### config.mk
export PLATFORM = sky130hd
export DESIGN_NAME = upe_var_accum
export DESIGN_NICKNAME = d
export VERILOG_FILES = /design/src/rtl/upe_var_accum.sv
export SDC_FILE = /design/constraint.sdc
export NUM_CORES = 1
export LEC_CHECK = 0
export CORE_UTILIZATION = 64
export CTS_CLUSTER_SIZE = 40
export DETAILED_ROUTE_END_ITERATION = 16
export DONT_BUFFER_PORTS = 1
export PLACE_DENSITY = 0.8
export SLEW_MARGIN = 5
export SYNTH_ARGS = -nofsm -noshare
export SYNTH_HDL_FRONTEND = slang
export SYNTH_SLANG_ARGS = --single-unit
### constraint.sdc
create_clock -name clk -period 3.1 [get_ports clk]
set_input_delay 0.31 -clock clk [delete_from_list [all_inputs] [get_ports clk]]
set_output_delay 0.31 -clock clk [all_outputs]
set_load 0.05 [all_outputs]
### src/rtl/upe_var_accum.sv
// upe_var_accum: sums NTERMS 32-bit products per group into an ACC_W-bit total with a sticky overflow flag.
// Define UPE_ACC_SAT_EN to saturate the total on carry instead of wrapping.
module upe_var_accum #(
  parameter int NTERMS = 4,
  parameter int ACC_W  = 40
) (
  input  logic             clk,
  input  logic             rst_n,
  input  logic             in_valid,
  output logic             in_ready,
  input  logic [31:0]      in_prod,
  output logic             out_valid,
  input  logic             out_ready,
  output logic [ACC_W-1:0] out_sum,
  output logic             out_ovf
);
  typedef enum logic {ACCUM, DONE} state_t;
  localparam logic [15:0] LAST = 16'(NTERMS - 1);
  state_t           r_state;
  logic [15:0]      r_cnt;
  logic [ACC_W-1:0] r_acc;
  logic             r_ovf;
  logic             r_in_ready;
  logic             r_out_valid;
  logic [ACC_W:0]   w_sum;
  logic [ACC_W-1:0] w_acc_nxt;
  logic             w_xfer;
  assign w_xfer = in_valid & r_in_ready;
  assign w_sum  = {1'b0, r_acc} + {{(ACC_W-31){1'b0}}, in_prod};
`ifdef UPE_ACC_SAT_EN
  assign w_acc_nxt = w_sum[ACC_W] ? '1 : w_sum[ACC_W-1:0];
`else
  assign w_acc_nxt = w_sum[ACC_W-1:0];
`endif
  always_ff @(posedge clk or negedge rst_n) begin
    if (!rst_n) begin
      r_state     <= ACCUM;
      r_cnt       <= '0;
      r_acc       <= '0;
      r_ovf       <= 1'b0;
      r_in_ready  <= 1'b0;
      r_out_valid <= 1'b0;
    end else if (r_state == ACCUM) begin
      r_in_ready <= 1'b1;
      if (w_xfer) begin
        r_acc <= w_acc_nxt;
        r_ovf <= r_ovf | w_sum[ACC_W];
        if (r_cnt == LAST) begin
          r_cnt       <= '0;
          r_state     <= DONE;
          r_in_ready  <= 1'b0;
          r_out_valid <= 1'b1;
        end else begin
          r_cnt <= r_cnt + 16'd1;
        end
      end
    end else if (out_ready) begin
      r_acc       <= '0;
      r_ovf       <= 1'b0;
      r_state     <= ACCUM;
      r_in_ready  <= 1'b1;
      r_out_valid <= 1'b0;
    end
  end
  assign in_ready  = r_in_ready;
  assign out_valid = r_out_valid;
  assign out_sum   = r_acc;
  assign out_ovf   = r_ovf;
endmodule
# Word level (Yosys, flattened, before mapping)
# Cells that the tools add are included.
[totals]
ff_bits = 60
in_bits = 36
out_inout_bits = 43
[op_classes]
n_addsub = 2
n_eq_ne = 2
muxes = 18
n_bitwise = 3
reduce_logical = 5
[op_table]
columns = ["op", "n"]
rows = [
  ["40-bit 2-to-1 mux", 3],
  ["40-bit by 32-bit adder with 41-bit output", 1],
  ["16-bit by 1-bit adder with 16-bit output, second input constant", 1],
  ["16-bit by 2-bit equality test with 1-bit output, second input constant", 1],
  ["16-bit 2-to-1 mux", 1],
  ["1-bit 2-to-1 mux", 14],
  ["2-bit AND reduction", 2],
  ["2-bit nonzero test", 2],
  ["3-bit AND reduction", 1],
  ["2-bit != test, second input constant", 1],
  ["1-bit bitwise AND", 1],
  ["1-bit inverter", 1],
  ["1-bit OR", 1],
]

# Depth between registers and ports, before layout
[depth]
depth_word = 4
mapped_depth = 10
depth_no_buf = 10

# Worst setup path after synthesis
# Ideal clock, no wire load.
[synth_path]
kind = "reg2reg"
from = "register r_acc[0], in the netlist out_sum[0]"
to = "register r_ovf, in the netlist out_ovf"
setup_ps = 122
t_arrival_ps = 2740
path_slack_ps = 238
stages_incl_launch_ff = 10
synth_period_minus_slack_ps = 2862
path_cell_list = "dfrtp_1 ha_1 fa_1 a21o_1 a221o_2 o2111ai_4 o211ai_4 a31oi_4 o21ai_2 a32o_1"
[synth_between]
elab_chain_cells = 4
[synth_lines]
columns = ["element", "line_no", "text"]
rows = [
  ["start, declared", "21", "logic [ACC_W-1:0] r_acc;"],
  ["start signal, assigned", "46", "r_acc <= w_acc_nxt;"],
  ["40-bit by 32-bit adder with 41-bit output", "29", "assign w_sum = {1'b0, r_acc} + {{(ACC_W-31){1'b0}}, in_prod};"],
  ["1-bit OR", "47", "r_ovf <= r_ovf | w_sum[ACC_W];"],
  ["1-bit 2-to-1 mux", "45", "if (w_xfer) begin"],
  ["1-bit 2-to-1 mux", "43", "end else if (r_state == ACCUM) begin"],
  ["end signal, assigned", "47", ""],
  ["end, declared", "22", "logic r_ovf;"],
]
# Every way passes these cells. The select of a mux whose other input is x is not followed.
# A chain may end at the register's enable or synchronous reset.

# Worst setup path in the final report
[layout_path]
from = "register r_acc[0], in the netlist out_sum[0]"
to = "register r_acc[26], in the netlist out_sum[26]"
[layout_between]
elab_chain_cells = 3
[layout_lines]
columns = ["element", "line_no"]
rows = [
  ["40-bit by 32-bit adder with 41-bit output", "29"],
  ["40-bit 2-to-1 mux", "45"],
  ["40-bit 2-to-1 mux", "43"],
]
# Every way passes these cells. The select of a mux whose other input is x is not followed.

==> results_dict.tcl <==
set metrics [dict create \
    outcome "finished clean" \
    synthToLayoutAreaGrowth_pct 9.58 \
    num-fill-cells 490 \
    grt_max_degree 65 \
    cp.required_ps 3290 \
    die_area_mm2 0.00690 \
    crit_end "out_sum[26]" \
    yosys_most_used_dff "dfrtp_1" \
    maxCapViolCount 0 \
    grt_use_met3_pct 5.37 \
    diodes 0 \
    drt.antenna.violating_nets 0 \
    worstPathMaxFanout 4 \
    rsz0062_at_grt "no" \
    drv_slew 0 \
    post_drt_wl_per_cell_um 16.4 \
    fin_crit_sh_pct 91.3 \
    report.final.hold_viol_count 0 \
    start_kind "register" \
    timing.fmax_mhz 353 \
    layout_common_cells "60 x dfrtp_1, 53 x nand2_1, 51 x o21ai_0" \
    via_per_inst 6.31 \
    r2r_slack_ps 270 \
    path_clk_slew_ps 80 \
    cts_buffer_depth 2 \
    worstPathArrival_ps 3020 \
    dr.pass1.iters 4 \
    relSlewSlack_pct 29.7 \
    end_kind "register" \
    synth_area_mm2 0.00421 \
    rows 29 \
    setup.worst_path.start "out_sum[0]" \
    io_buffers 0 \
    die-height_um 83.1 \
    worst_pin_slew_ps 1060 \
    h-tree-depth 3 \
    busiest_layer "met2" \
    clk_latency_ps 340 \
    cts-resized-gates 0 \
    reg2reg_depth 10 \
    core_area_mm2 0.00635 \
    antenna_found_initial 0 \
    ys_warn_count 0 \
    reg2reg_to "out_sum[26]" \
    r2r_start "out_sum[0]" \
    met2_usage_pct 47.2 \
    synth-edff-count 0 \
    skew_ps 9.08 \
    grt_util_all_layers_pct 28.8 \
    path_class "register to register" \
    io_pins 79 \
    post_route_cells_drive_above_1_share_pct 12.0 \
    setup_viol_count_final 0 \
    synth-async-reset-ratio_pct 100 \
    synth_fp_nets 535 \
    ys_ff_latch 60 \
    cts_tree "done" \
    dieWidth_um 83.1 \
    p_leak_nw 2.09 \
    grt-ovfl-total 0 \
    drcViolationCount 0 \
    post-dp-hpwl_mm 6.73 \
    power.density_mw_per_mm2 1220 \
    place_congestion 0.880 \
    multi_input_area_mm2 0.00256 \
    final_common_cell "dfrtp_1" \
    initial_core_util_pct 66.2 \
    cts_setup_buffers 0 \
    numCtsBuffers 9 \
    hold_class "input pin to register" \
    grt_pass1_wl_mm 16.2 \
    fin_cells 569 \
    grt_pass1_vias 3496 \
    fin_nets 557 \
    drtIter0Drc 192 \
    synth_cell_types 55 \
    syn_inst 465 \
    gr-usage-met1_pct 37.8 \
    setup_tns_ps 0 \
    syn_avg_cell_area_um2 9.05 \
    totalWireLength_mm 9.33 \
    via_count 3593 \
    regArea_mm2 0.00150 \
    cts.sinks 60 \
    holdBufCountCts 2 \
    fin_crit_ps 2830 \
    root_buffer "clkbuf_8" \
    dp_cells 551 \
    ir_drop_uv 824 \
    yosysSeqAreaShare_pct 35.7 \
]
[worst min-delay path by stage]
stage,start,end,slack [ps],cells after the start
final,out_ready,r_state,160,2
after global routing,out_ready,r_state,170,2
after CTS,out_ready,r_state,160,2
after detailed placement,rst_n,out_sum[15],20,0
after global placement,rst_n,out_sum[15],20,0
after floorplan,rst_n,in_ready,10,0
[registers in the layout (all words and copies together), names as in the netlist]
name,count
out_ovf,1
out_valid,1
out_sum,40
r_state,1
in_ready,1
r_cnt,16
[worst max-delay path: stages (launching register included)]
cell and delay [ps]:
dfrtp_1 380, ha_1 210, fa_1 400, a21o_1 190, a221o_2 410, o2111ai_4 320, o21ai_2 130, a2bb2oi_2 200
a21boi_2 170, xor2_1 170, o21ai_0 90
[kinds of logic after synthesis]
group	Yosys count	synth area share, %
simple gates	156	18.5
compound gates	145	22.4
flops	60	35.7
xor+xnor	38	7.91
fa+ha+maj	34	10.3
buf+inv	24	3.33
mux	8	1.90
[Yosys cell counts (all sizes together), types with 4 or more instances]
library cell	instances	area (um2)
nor2b	4	25.0
a21oi	34	170
o21a	6	45.0
nand3	43	215
xor2	13	114
xnor2	25	219
buf	4	31.3
nor3	5	25.0
nand2	53	199
nor2	11	41.3
clkbuf	12	66.3
mux2i	8	80.1
inv	6	22.5
a31oi	7	58.8
and3	8	50.1
and4	5	43.8
a21o	11	82.6
o211ai	4	43.8
a21boi	4	33.8
dfrtp	60	1500
nand2b	4	25.0
o21ai	60	312
nand4	12	75.1
ha	33	413
[layout make-up]
cell class                      instances  area share (%)
Inverter                                6           0.489
Multi-Input combinational cell        381            55.6
Clock buffer                           11            2.85
Timing Repair Buffer                   29            5.21
Tap cell                               77            2.09
Clock inverter                          5            1.14
Sequential cell                        60            32.6
[stage by stage]
| step | area (um2) | setup slack (ps) | util, % | power (W) | hold WS [ps] |
|---|---|---|---|---|---|
| 2_1_floorplan | 4210 | 238 | - | 0.00415 | 14.4 |
| 3_3_place_gp | 4390 | 376 | 69.1 | 0.00478 | 15.8 |
| 3_5_place_dp | 4390 | 328 | 69.1 | 0.00486 | 15.5 |
| 4_1_cts | 4610 | 296 | 72.6 | 0.00558 | 156 |
| 5_1_grt | 4610 | 120 | 72.6 | 0.00600 | 171 |
| 6_report | 4610 | 269 | 72.6 | 0.00560 | 163 |
[metal layers]
layer | vias to the layer above | wire, um
li1 | 1760 | -
met2 | 120 | 4430
met3 | 16 | 522
met5 | - | 0
met4 | 0 | 178
met1 | 1697 | 4210
[power by group]
group / switching (W) / internal [W] / leakage (nW)
Combinational: 0.00212 / 0.00122 / 1.23
Sequential: 0.000513 / 0.00107 / 0.762
Clock: 0.000323 / 0.000368 / 0.0931
Total: 0.00295 / 0.00265 / 2.09
Note: power is estimated with default switching activity, not from simulation.
